--- src/rtl/camera_readout_sequencer_if.sv ---
// ============================================================================
// Module   : camera_readout_sequencer_if
// Brief    : Host/camera-side signal bundle of the camera readout sequencer.
// Revision : 1.0
// ============================================================================
`default_nettype none

interface camera_readout_sequencer_if;
    logic       i_start;
    logic       i_abort;
    logic       i_int;
    logic       i_lookup;
    logic       o_sclk;
    logic       o_busy;
    logic       o_row_stb;
    logic [7:0] o_row_idx;
    logic       o_frame_id;
    logic       o_done;
    logic       o_err;

    modport master (
        output i_start, i_abort, i_int, i_lookup,
        input  o_sclk, o_busy, o_row_stb, o_row_idx, o_frame_id, o_done, o_err
    );

    modport slave (
        input  i_start, i_abort, i_int, i_lookup,
        output o_sclk, o_busy, o_row_stb, o_row_idx, o_frame_id, o_done, o_err
    );
endinterface

`default_nettype wire

--- src/rtl/camera_readout_sequencer.sv ---
// ============================================================================
// Module   : camera_readout_sequencer
// Brief    : Trigger burst, INT wait with timeout, then one SCLK burst per row.
// Revision : 1.0
// ============================================================================
`default_nettype none

module camera_readout_sequencer #(
    parameter int DIV       = 4,
    parameter int BURST_LEN = 16,
    parameter int GAP       = 64,
    parameter int RGAP      = 8,
    parameter int ROWS      = 64,
    parameter int TIMEOUT   = 24000,
    parameter int TW        = 32
) (
    input  wire logic                   clk,
    input  wire logic                   rst_n,
    camera_readout_sequencer_if.slave   bus
);

    localparam int DW = (DIV > 1) ? $clog2(DIV) : 1;
    localparam int EW = $clog2(2 * BURST_LEN + 1);

    localparam logic [DW-1:0] c_DIV_LAST  = DW'(DIV - 1);
    localparam logic [EW-1:0] c_EDGE_LAST = EW'(2 * BURST_LEN - 1);
    localparam logic [EW-1:0] c_EDGE_DONE = EW'(2 * BURST_LEN);
    localparam logic [TW-1:0] c_GAP_LAST  = TW'(GAP - 1);
    localparam logic [TW-1:0] c_RGAP_LAST = TW'(RGAP - 1);
    localparam logic [TW-1:0] c_TO_LAST   = TW'(TIMEOUT - 1);
    localparam logic [7:0]    c_ROW_LAST  = 8'(ROWS - 1);

    typedef enum logic [2:0] {
        S_IDLE = 3'd0,
        S_TRIG = 3'd1,
        S_TGAP = 3'd2,
        S_WAIT = 3'd3,
        S_ROW  = 3'd4,
        S_RGAP = 3'd5,
        S_FIN  = 3'd6
    } state_t;

    state_t          r_state;
    logic [DW-1:0]   r_div;
    logic [EW-1:0]   r_edges;
    logic [TW-1:0]   r_cnt;
    logic [7:0]      r_row;
    logic            r_sclk;
    logic            r_busy;
    logic            r_row_stb;
    logic [7:0]      r_row_idx;
    logic            r_frame_id;
    logic            r_done;
    logic            r_err;

    logic            w_tick;

    assign w_tick = (r_div == c_DIV_LAST);

    always_ff @(posedge clk or negedge rst_n) begin
        if (!rst_n) begin
            r_state    <= S_IDLE;
            r_div      <= '0;
            r_edges    <= '0;
            r_cnt      <= '0;
            r_row      <= '0;
            r_sclk     <= 1'b0;
            r_busy     <= 1'b0;
            r_row_stb  <= 1'b0;
            r_row_idx  <= '0;
            r_frame_id <= 1'b0;
            r_done     <= 1'b0;
            r_err      <= 1'b0;
        end else begin
            r_row_stb <= 1'b0;
            r_done    <= 1'b0;
            if (r_state != S_IDLE && bus.i_abort) begin
                r_state <= S_IDLE;
                r_busy  <= 1'b0;
                r_sclk  <= 1'b0;
            end else begin
                unique case (r_state)
                    S_IDLE: begin
                        if (bus.i_start) begin
                            r_state <= S_TRIG;
                            r_busy  <= 1'b1;
                            r_err   <= 1'b0;
                            r_row   <= '0;
                            r_div   <= '0;
                            r_edges <= '0;
                            r_sclk  <= 1'b0;
                        end
                    end

                    S_TRIG: begin
                        if (w_tick) begin
                            r_div   <= '0;
                            r_sclk  <= ~r_sclk;
                            r_edges <= r_edges + 1'b1;
                            if (r_edges == c_EDGE_LAST) begin
                                r_state <= S_TGAP;
                                r_cnt   <= '0;
                            end
                        end else begin
                            r_div <= r_div + 1'b1;
                        end
                    end

                    S_TGAP: begin
                        if (r_cnt == c_GAP_LAST) begin
                            r_state <= S_WAIT;
                            r_cnt   <= '0;
                        end else begin
                            r_cnt <= r_cnt + 1'b1;
                        end
                    end

                    // INT takes precedence over a timeout landing in the same cycle.
                    S_WAIT: begin
                        if (bus.i_int) begin
                            r_frame_id <= bus.i_lookup;
                            r_state    <= S_ROW;
                            r_div      <= '0;
                            r_edges    <= '0;
                        end else if (r_cnt == c_TO_LAST) begin
                            r_err   <= 1'b1;
                            r_busy  <= 1'b0;
                            r_state <= S_IDLE;
                        end else begin
                            r_cnt <= r_cnt + 1'b1;
                        end
                    end

                    // The extra settle cycle after the last falling edge carries the strobe.
                    S_ROW: begin
                        if (r_edges == c_EDGE_DONE) begin
                            r_row_stb <= 1'b1;
                            r_row_idx <= r_row;
                            if (r_row == c_ROW_LAST) begin
                                r_state <= S_FIN;
                            end else begin
                                r_row   <= r_row + 1'b1;
                                r_cnt   <= '0;
                                r_state <= S_RGAP;
                            end
                        end else if (w_tick) begin
                            r_div   <= '0;
                            r_sclk  <= ~r_sclk;
                            r_edges <= r_edges + 1'b1;
                        end else begin
                            r_div <= r_div + 1'b1;
                        end
                    end

                    S_RGAP: begin
                        if (r_cnt == c_RGAP_LAST) begin
                            r_state <= S_ROW;
                            r_div   <= '0;
                            r_edges <= '0;
                        end else begin
                            r_cnt <= r_cnt + 1'b1;
                        end
                    end

                    // First FIN cycle raises DONE, second returns to IDLE.
                    S_FIN: begin
                        if (r_done) begin
                            r_state <= S_IDLE;
                            r_busy  <= 1'b0;
                        end else begin
                            r_done <= 1'b1;
                        end
                    end

                    default: begin
                        r_state <= S_IDLE;
                        r_busy  <= 1'b0;
                        r_sclk  <= 1'b0;
                    end
                endcase
            end
        end
    end

    assign bus.o_sclk     = r_sclk;
    assign bus.o_busy     = r_busy;
    assign bus.o_row_stb  = r_row_stb;
    assign bus.o_row_idx  = r_row_idx;
    assign bus.o_frame_id = r_frame_id;
    assign bus.o_done     = r_done;
    assign bus.o_err      = r_err;

endmodule

`default_nettype wire
--- src/flat_wrapper.sv ---
// flat-port wrapper written by rule: the top's interface ports become plain ports
module camera_readout_sequencer_flat 
#(
    parameter int DIV       = 4,
    parameter int BURST_LEN = 16,
    parameter int GAP       = 64,
    parameter int RGAP      = 8,
    parameter int ROWS      = 64,
    parameter int TIMEOUT   = 24000,
    parameter int TW        = 32
)
  (clk, rst_n, bus_i_start, bus_i_abort, bus_i_int, bus_i_lookup, bus_o_sclk, bus_o_busy, bus_o_row_stb, bus_o_row_idx, bus_o_frame_id, bus_o_done, bus_o_err);
  camera_readout_sequencer_if bus_i ();
  input  wire logic clk;
  input  wire logic rst_n;
  input wire logic [$bits(bus_i.i_start)-1:0] bus_i_start;
  input wire logic [$bits(bus_i.i_abort)-1:0] bus_i_abort;
  input wire logic [$bits(bus_i.i_int)-1:0] bus_i_int;
  input wire logic [$bits(bus_i.i_lookup)-1:0] bus_i_lookup;
  output wire logic [$bits(bus_i.o_sclk)-1:0] bus_o_sclk;
  output wire logic [$bits(bus_i.o_busy)-1:0] bus_o_busy;
  output wire logic [$bits(bus_i.o_row_stb)-1:0] bus_o_row_stb;
  output wire logic [$bits(bus_i.o_row_idx)-1:0] bus_o_row_idx;
  output wire logic [$bits(bus_i.o_frame_id)-1:0] bus_o_frame_id;
  output wire logic [$bits(bus_i.o_done)-1:0] bus_o_done;
  output wire logic [$bits(bus_i.o_err)-1:0] bus_o_err;
  assign bus_i.i_start = bus_i_start;
  assign bus_i.i_abort = bus_i_abort;
  assign bus_i.i_int = bus_i_int;
  assign bus_i.i_lookup = bus_i_lookup;
  assign bus_o_sclk = bus_i.o_sclk;
  assign bus_o_busy = bus_i.o_busy;
  assign bus_o_row_stb = bus_i.o_row_stb;
  assign bus_o_row_idx = bus_i.o_row_idx;
  assign bus_o_frame_id = bus_i.o_frame_id;
  assign bus_o_done = bus_i.o_done;
  assign bus_o_err = bus_i.o_err;
  camera_readout_sequencer #(.DIV(DIV), .BURST_LEN(BURST_LEN), .GAP(GAP), .RGAP(RGAP), .ROWS(ROWS), .TIMEOUT(TIMEOUT), .TW(TW)) u_core (.clk(clk), .rst_n(rst_n), .bus(bus_i));
endmodule
--- config.mk ---
export PLATFORM = sky130hd
export DESIGN_NAME = camera_readout_sequencer_flat
export DESIGN_NICKNAME = d
export VERILOG_FILES = /design/src/rtl/camera_readout_sequencer_if.sv /design/src/rtl/camera_readout_sequencer.sv /design/src/flat_wrapper.sv
export SDC_FILE = /design/constraint.sdc
export NUM_CORES = 1
export LEC_CHECK = 0
export ABC_AREA = 0
export CAP_MARGIN = 20
export CORE_AREA = 2 2 90 75
export DETAILED_ROUTE_END_ITERATION = 7
export DIE_AREA = 0 0 92 77
export PLACE_DENSITY = 0.84
export SLEW_MARGIN = 20
export SYNTH_ARGS = -nofsm -noshare
export SYNTH_HDL_FRONTEND = slang
export SYNTH_SLANG_ARGS = --single-unit
--- constraint.sdc ---
create_clock -name clk -period 7 [get_ports clk]
set_input_delay 2.1 -clock clk [delete_from_list [all_inputs] [get_ports clk]]
set_output_delay 2.1 -clock clk [all_outputs]
set_load 0.005 [all_outputs]
==> flow_results.org, run 1 <==
** Drt
- Signal routing reaches up to met4.
- In the detailed route, the total length drawn on met3 is approximately 470 µm.
- For this block, wires on met1 add up to 4030 µm.
- Via count of the routed design :: 3,339
- For this run, design rule violations remaining after detail routing come to 0.
- After the first detailed-routing iteration, the DRC count stood at 252.
- Post-detailed-route count of antenna-violating nets :: 0
- Total wire length :: 8510 µm
- Detail Route met2 WL :: slightly below 4000 µm
- The first TritonRoute pass finished after 5 iterations.
- Dividing the detail-routed via count by the number of cells gives about 6.4.
- WL per Instance :: ~16 µm

** Yosys
- The mapped netlist covers 0.00389 mm².
- Number of storage elements in the synthesis netlist :: 65
- In this run the biggest area consumer among cell types represents about two fifths of the synthesized area.
- Yosys mapped a number of flops with a built-in enable equal to 0.
- Top cell type by total area after synthesis :: sky130_fd_sc_hd__dfrtp_1
- Post-synthesis instance total :: 423
- Total number of yosys warnings :: 0
- The average instance in the mapped netlist occupies 9.21 µm².
- Among all flip-flop cells after synthesis, the most frequent one is sky130_fd_sc_hd__dfrtp_1.
- After synthesis, flip-flops and latches occupy 41.8% of the total area.
- Sorting the synthesized cells by area gives the leading types as sky130_fd_sc_hd__dfrtp_1 42%, sky130_fd_sc_hd__o31ai_1 5.4%, sky130_fd_sc_hd__o21ai_1 5.0%, sky130_fd_sc_hd__nand3_1 3.2%, sky130_fd_sc_hd__nor2_1 3.2%.
- For this run, asynchronously set or reset flops after synthesis account for 100%.
- Library cells used by synthesis :: 59
- Counting every net in the synthesized netlist gives about 430.

** Worst setup path
- In this run the critical register-to-register path is captured at u_core.r_cnt[10]$_DFFE_PN0P_.
- Slack of the worst reg-to-reg path :: 3.74 ns
- For this design, the slowest cell found on the critical path is sky130_fd_sc_hd__clkdlybuf4s50_1.
- The number of buffers and inverters on the critical path is 2.
- For the worst setup path, the data arrival time is 4.55 ns.
- The signal on the critical path passes through clkdlybuf4s50_1 -> nor2_1 -> a32oi_1 -> a21o_1 -> buf_4 -> or2_2 -> o41ai_1.
- For the worst flop-to-flop path, the logic depth is 7.
- The setup path with the least slack is of type in2reg.
- The worst register-to-register path begins at u_core.r_cnt[1]$_DFFE_PN0P_.
- The worst setup path is captured at a flip-flop.
- The worst setup path is launched from a primary input.
- Total number of cells along the worst setup path :: 7
- STA puts the critical path data required time at 7.24 ns.
- Of all nets on the critical path, the largest fanout is 34.
- Crit path launch :: bus_i_abort
- On the worst path, the slowest cell contributes a delay of roughly 0.66 ns.
- Cell class contributing the biggest share of worst-path delay :: buffers and inverters
- Endpoint of the worst setup timing path :: u_core.r_cnt[16]$_DFFE_PN0P_

** STA
- Unrepaired setup endpoints after global routing :: false
- Number of hold violations in the final report :: 0
- In the final timing run, aggregate negative setup slack is 0 ns.
- Slew Limit Headroom :: a little under half
- For this run, the top clock speed supported by timing is 232 MHz.
- For the final database, setup skew stands at 0.0139 ns.
- Setup violations remaining at the end of the flow were counted as 0.
- The number of max-slew violations in the final report came to 0.
- At the pin with the least slew margin, the transition time is 0.820 ns.
- Crit share post-route :: 61.6%
- The smallest clock period supported by the final layout is computed as 4.31 ns.

** Pwr
- Leakage power figure :: 1.79 nW
- Summing internal, switching and leakage power gives 1.26 mW.
- Across the VDD grid, the largest voltage drop is between 0.00015 and 0.0002 V.
- Power spread over the standard cell area amounts to 295 mW/mm².

** Floorplan
- From left edge to right edge, the die measures 92 µm.
- From bottom edge to top edge, the die measures 77 µm.
- Cell row count :: 26
- During I/O placement, the number of pins put on the boundary was 20.
- The core region is 0.00618 mm².
- The die covers about 0.007 mm².
- For this configuration, the core starts out at a cell density of 63.0%.

** GRT
- The first global-routing pass estimated 14,500 µm of wire.
- The number of antenna violations at the first check in global routing is 0.
- For this run, the total global-route usage over all layers was measured as 25.3%.
- The via count of the first global-routing pass came to 3,144.
- Overflow left after global routing :: 0
- Maximum number of pins on one net before global-route repair :: 66

** Clocking
- Clock-pin slew was measured on the worst setup and hold paths at 0.08 ns.
- Number of setup buffers added after CTS :: 0
- Counting the buffers created by CTS gives 9.
- No sink is reached through more buffers than the 2 on the longest clock path.
- TritonCTS clock tree :: done
- CTS built an H-tree with a depth of 3.
- Clock root buffer master :: sky130_fd_sc_hd__clkbuf_8
- Gates resized, CTS repair :: 0
- Total of hold buffers inserted after clock tree synthesis :: 0
- Clock latency on the worst-skew pair, taken at its later pin, is 0.36 ns.
- Clk sinks :: 65

** Placement
- During placement, the flow inserted port buffers numbering 19.
- The congestion estimate from routability-driven global placement came to around 0.8.
- Detailed placement finished with a half-perimeter wire length of around 5500 µm.
- Including well taps, the total number of placed cells is a little over 500.

** Cells and area
- Number of nets at the end of the flow :: ~440
- Core occupancy in the finished layout :: 68.9%
- FF+latch area :: 0.00163 mm²
- The area growth from synthesis to layout is 9.32%.
- Post-route insts no fill :: 521
- Fraction of layout instances using a drive strength above 1 :: 12.8%
- Fill count :: 483
- In the final layout, the multi-input gates occupy 0.00206 mm².
- The repair_antennas step left the layout with diodes totalling 0.

** Worst hold path
- Worst hold path class :: reg2reg

** Status
- The run finished with clean final reports.

** Job
- Across the run, the number of max-cap violations was 0.
metrics by stage:
| step | setup slack, ns | hold slack, ns | instance area (µm²) |
|---|---|---|---|
| after global routing | 2.54 | 0.520 | 4260 |
| after CTS | 2.39 | 0.492 | 4260 |
| after detailed placement | 2.01 | 0.476 | 4030 |
| after global placement | 2.13 | 0.465 | 4030 |
| after floorplan | 3.50 | 0.452 | 3890 |
| final | 2.69 | 0.488 | 4260 |
final cells by class:
cell class / count / area share [%]
Multi-Input combinational cell: 326 / 48.4
Sequential cell: 65 / 38.2
Timing Repair Buffer: 22 / 4.88
Clock buffer: 10 / 3.23
Tap cell: 84 / 2.47
Clock inverter: 6 / 2.15
Inverter: 8 / 0.705
cells in the final DEF, fill, tap and decap left out, types with 6 or more instances in the layout:
cell type | Yosys | layout
sky130_fd_sc_hd__and3_1 | 11 | 11
sky130_fd_sc_hd__a21oi_1 | 16 | 16
sky130_fd_sc_hd__a31oi_1 | 11 | 11
sky130_fd_sc_hd__nand2b_1 | 11 | 11
sky130_fd_sc_hd__nor2_1 | 33 | 33
sky130_fd_sc_hd__nor3_1 | 11 | 11
sky130_fd_sc_hd__nor2b_1 | 11 | 11
sky130_fd_sc_hd__o31ai_1 | 28 | 28
sky130_fd_sc_hd__clkdlybuf4s50_1 | 0 | 18
sky130_fd_sc_hd__o21ai_0 | 23 | 23
sky130_fd_sc_hd__inv_1 | 8 | 8
sky130_fd_sc_hd__nand4_1 | 6 | 6
sky130_fd_sc_hd__mux2_2 | 10 | 10
sky130_fd_sc_hd__dfrtp_1 | 65 | 65
sky130_fd_sc_hd__nand3_1 | 25 | 25
sky130_fd_sc_hd__o21ai_1 | 39 | 39
sky130_fd_sc_hd__clkbuf_8 | 2 | 10
sky130_fd_sc_hd__nand2_1 | 27 | 27
cell usage after synthesis, types with 5 or more instances:
cell type and number:
sky130_fd_sc_hd__buf_2 5, sky130_fd_sc_hd__o21ai_0 23, sky130_fd_sc_hd__nand2_1 27, sky130_fd_sc_hd__nand4_1 6
sky130_fd_sc_hd__o31ai_1 28, sky130_fd_sc_hd__and4_1 5, sky130_fd_sc_hd__ha_1 5, sky130_fd_sc_hd__nand2b_1 11
sky130_fd_sc_hd__buf_4 8, sky130_fd_sc_hd__mux2_2 10, sky130_fd_sc_hd__nor2b_1 11, sky130_fd_sc_hd__and3_1 11
sky130_fd_sc_hd__o21ai_1 39, sky130_fd_sc_hd__inv_1 8, sky130_fd_sc_hd__nand3_1 25, sky130_fd_sc_hd__dfrtp_1 65
sky130_fd_sc_hd__a31oi_1 11, sky130_fd_sc_hd__a21oi_1 16, sky130_fd_sc_hd__nor3_1 11, sky130_fd_sc_hd__nor2_1 33
cell families after synthesis:
| family | after synthesis | synth area share, % |
|---|---|---|
| simple gates | 168 | 24.9 |
| mux | 10 | 2.89 |
| fa+ha+maj | 5 | 1.61 |
| compound gates | 142 | 23.3 |
| flops | 65 | 41.8 |
| buf+inv | 32 | 5.36 |
| xor+xnor | 1 | 0.225 |
sequential cells by signal, summed over array words and instances (netlist names), 2 cells and up:
register,count
u_core.r_div,2
u_core.r_edges,6
u_core.r_state,3
u_core.r_row,8
u_core.r_cnt,32
u_core.bus.o_row_idx,8
how the worst min path moves through the flow:
| stage | start | end | cells after the start |
|---|---|---|---|
| global route | u_core.bus.o_sclk$_DFFE_PN0P_ | u_core.bus.o_sclk$_DFFE_PN0P_ | 1 |
| global placement | u_core.r_div[1]$_DFFE_PN0P_ | u_core.r_div[1]$_DFFE_PN0P_ | 2 |
| finish | u_core.bus.o_sclk$_DFFE_PN0P_ | u_core.bus.o_sclk$_DFFE_PN0P_ | 1 |
| CTS | u_core.bus.o_sclk$_DFFE_PN0P_ | u_core.bus.o_sclk$_DFFE_PN0P_ | 1 |
| detailed placement | u_core.r_div[1]$_DFFE_PN0P_ | u_core.r_div[1]$_DFFE_PN0P_ | 2 |
| floorplan | u_core.r_div[1]$_DFFE_PN0P_ | u_core.r_div[1]$_DFFE_PN0P_ | 2 |
per-layer routing:
layer,up-vias,GRT usage (%)
li1,1605,-
met1,1614,34.9
met2,111,39.3
met3,9,6.68
met4,0,7.61
met5,-,0
worst reg2reg max path, delay by kind of cell, from the launching register on:
| family | cells | cell delay (ns) |
|---|---|---|
| AND/OR/NAND/NOR | 4 | 1.54 |
| AO/OA/AOI/OAI | 2 | 0.85 |
| flip-flops | 1 | 0.40 |
| adder cells (fa/ha/maj) | 1 | 0.32 |
report_power, final:
group          internal, mW  leakage [nW]  switching (mW)
Clock                 0.211         0.105           0.158
Combinational         0.157         0.783           0.265
Sequential            0.404         0.899          0.0609
Total                 0.771          1.79           0.484
Note: power is estimated with default switching activity, not from simulation.
==> run 2: changes to the inputs <==
--- a/config.mk
+++ b/config.mk
@@ -7,10 +7,10 @@
 export LEC_CHECK = 0
 export ABC_AREA = 0
 export CAP_MARGIN = 20
-export CORE_AREA = 2 2 90 75
+export CORE_AREA = 2 2 98 81
 export DETAILED_ROUTE_END_ITERATION = 7
-export DIE_AREA = 0 0 92 77
-export PLACE_DENSITY = 0.84
+export DIE_AREA = 0 0 100 83
+export PLACE_DENSITY = 0.76
 export SLEW_MARGIN = 20
 export SYNTH_ARGS = -nofsm -noshare
 export SYNTH_HDL_FRONTEND = slang
==> constraint.sdc (replaced) <==
create_clock -name clk -period 3.6 [get_ports clk]
set_input_delay 1.08 -clock clk [delete_from_list [all_inputs] [get_ports clk]]
set_output_delay 1.08 -clock clk [all_outputs]
set_load 0.005 [all_outputs]
==> run 2 against run 1 <==
Net effect: flip-flop and latch count unchanged; first-iteration DRC count is 48% higher; sequential power is 91% higher; critical endpoint is now u_core.r_state[0]$_DFFE_PN0P_; highest routed layer unchanged; power increased by 110%; largest power group unchanged; cell area is 2.1% higher; count of clock-buffer cells in the layout is the same; core utilization down 9.2 points; via count down 0.84%; largest cell class unchanged; clock skew shrank 0.0044 ns; setup slack got worse by 1.9 ns; register-to-register slack worse by 2.9 ns.
==> flow_results.org, run 2 (synthesized netlist as in run 1, its figures left out) <==
** Clocking
- CTS Buf Count :: 9
- Total of hold buffers inserted after clock tree synthesis :: 0
- Clk sinks :: 65
- Clock latency reported for the late side of the worst-skew pair :: 0.35 ns
- Largest buffer count on any clock path :: 2
- Gates resized, CTS repair :: 0
- Clock-pin slew was measured on the worst setup and hold paths at 0.07 ns.
- Clock root buffer master :: sky130_fd_sc_hd__clkbuf_8
- After clock tree synthesis, the setup repair step added 0 buffers.
- TritonCTS clock tree :: done
- The H-tree generated during clock tree synthesis spans 3 levels.

** Floorplan
- Cell row count :: 28
- Overall die height :: between 80 and 90 µm
- The floorplan step defined a die boundary enclosing 0.00830 mm².
- Measured along the x axis, the die boundary spans 100 µm.
- 20 I/O pins were placed.
- Once the floorplan was initialized, standard cells occupied 53.5% of the core.
- The core region is between 0.007 and 0.008 mm².

** Cells and area
- Ranked by flip-flop count, first place goes to u_core.r_cnt.
- The finished cells cover 0.00435 mm².
- Cells fill 59.7% of the core in the end.
- Count of antenna diodes in the layout :: 0
- Fill count :: approximately 640
- At the end of the flow, the number of nets in the layout was 448.
- Compared with the post-synthesis result, the final layout area differs by 11.7%.
- Fraction of layout instances using a drive strength above 1 :: 13.6%
- Max FFs per register :: 32
- The library cell used most frequently in the layout, excluding fill and tap cells, is sky130_fd_sc_hd__dfrtp_1.
- Commonest non-fill, non-tap cells in the layout :: 65 x sky130_fd_sc_hd__dfrtp_1, 39 x sky130_fd_sc_hd__o21ai_1, 33 x sky130_fd_sc_hd__nor2_1

** STA
- Hold Worst Slack :: 0.489 ns
- Min Tclk post-route :: between 2 and 3 ns
- Crit share post-route :: 78.2%
- Setup repair after global routing left no endpoint under its margin.
- Worst-case clock skew :: 0.00947 ns
- The number of max-slew violations in the final report was 0.
- Headroom to the max-slew limit came out at 57.3%.
- Timing would allow up to 355 MHz.
- Number of hold violations in the final report :: 0
- Sum of negative setup slack :: 0 ns
- Setup violators final :: 0
- Tightest Pin Transition :: roughly 0.64 ns

** GRT
- For this run, the total global-route usage over all layers was measured as 20.8%.
- Maximum number of pins on one net before global-route repair :: 34
- Number of antenna violations at the first check in global routing :: 0
- Overflow left after global routing :: 0
- The first global-routing pass estimated 14,000 µm of wire.
- Number of global-route vias before repair :: 2,982

** Worst setup path
- For the worst setup path, the data required time is 3.84 ns.
- Traced cell by cell, the critical path runs through clkdlybuf4s50_1 -> nor2_1 -> a31o_2 -> a21oi_1 -> o21ai_0 -> o31ai_2 -> mux2_2.
- STA classifies the critical path startpoint as a primary input.
- Worst endpoint data arrival time :: 3.06 ns
- Maximum single-stage delay on the critical path :: 0.66 ns
- Critical Path Slowest Stage Cell :: sky130_fd_sc_hd__clkdlybuf4s50_1
- For the worst flop-to-flop path, the logic depth is 9.
- Along the worst path, the maximum fanout reaches 10.
- Worst setup path class :: in2reg
- CP endpoint kind :: flip-flop

** Placement
- Summing all placed instances gives a cell area of about 0.0041 mm².
- Detailed placement ended at an HPWL of 5580 µm.
- Input and output buffers added on the ports amount to 19.
- Placer Congestion :: about 0.84

** Job
- Max Cap Viol :: 0

** Pwr
- Leakage power figure :: 1.84 nW
- Worst-case vdd ir drop :: 0.000327 V
- PwrDens :: 596 mW/mm²

** Drt
- In the routed design, unresolved DRC markers number 0.
- The first detailed-routing pass took 5 iterations.
- Total wire length :: 8320 µm
- The count of nets left with antenna violations once routing finished came out at 0.
- WL per Instance :: roughly 16 µm
- Vias per cell :: 6.22
- Via count of the routed design :: 3,311
- For this block, the initial DRC count from the detailed router was 374.

** Worst hold path
- Counting instances, the worst hold path has a depth of 1.
- Worst hold path class :: reg2reg

** Status
- Outcome :: finished, final reports clean
[run 2: report_power, final]
group	switching (mW)	internal, mW
clock	0.302	0.552
combinational	0.532	0.319
sequential	0.102	0.786
[run 2: layout make-up]
cell class                      count  area (µm²)  area share, %
Clock inverter                      6         138           3.16
Clock buffer                       10         138           3.16
Multi-Input combinational cell    326        2060           47.4
Tap cell                           90         113           2.59
Inverter                            8        30.0          0.690
Timing Repair Buffer               27         245           5.64
Sequential cell                    65        1630           37.4
[run 2: critical path: cells and delay by family]
| kind | cells | cell delay, ns |
|---|---|---|
| AOI/OAI and AO/OA | 4 | 0.82 |
| buffers and inverters | 1 | 0.66 |
| muxes | 1 | 0.37 |
| and+or+nand+nor | 1 | 0.12 |
[run 2: per-layer routing]
metal	vias up	routed length, µm	global-route usage, %
li1	1614	-	-
met1	1613	4070	29.8
met2	76	3800	31.5
met3	8	347	4.80
met4	0	95	5.98
met5	-	0	0
[run 2: final timing paths]
path | startpoint | end | slack [ns]
max in group asynchronous | rst_n | u_core.r_cnt[13]$_DFFE_PN0P_ | 2.17
worst min-delay path | u_core.bus.o_sclk$_DFFE_PN0P_ | u_core.bus.o_sclk$_DFFE_PN0P_ | 0.49
worst min register to register | u_core.bus.o_sclk$_DFFE_PN0P_ | u_core.bus.o_sclk$_DFFE_PN0P_ | 0.49
min in group asynchronous | rst_n | u_core.bus.o_row_idx[4]$_DFFE_PN0P_ | 0.67
worst max-delay path | bus_i_abort | u_core.r_state[0]$_DFFE_PN0P_ | 0.79
worst max register to register | u_core.r_row[0]$_DFFE_PN0P_ | u_core.r_cnt[19]$_DFFE_PN0P_ | 0.89
[run 2: through the flow]
stage	setup slack (ns)	power, mW	instances
5_1_grt	0.646	2.75	532
6_report	0.785	2.59	532
3_5_place_dp	0.447	1.74	516
3_3_place_gp	0.482	1.72	516
2_1_floorplan	1.12	1.60	423
4_1_cts	0.818	2.60	532
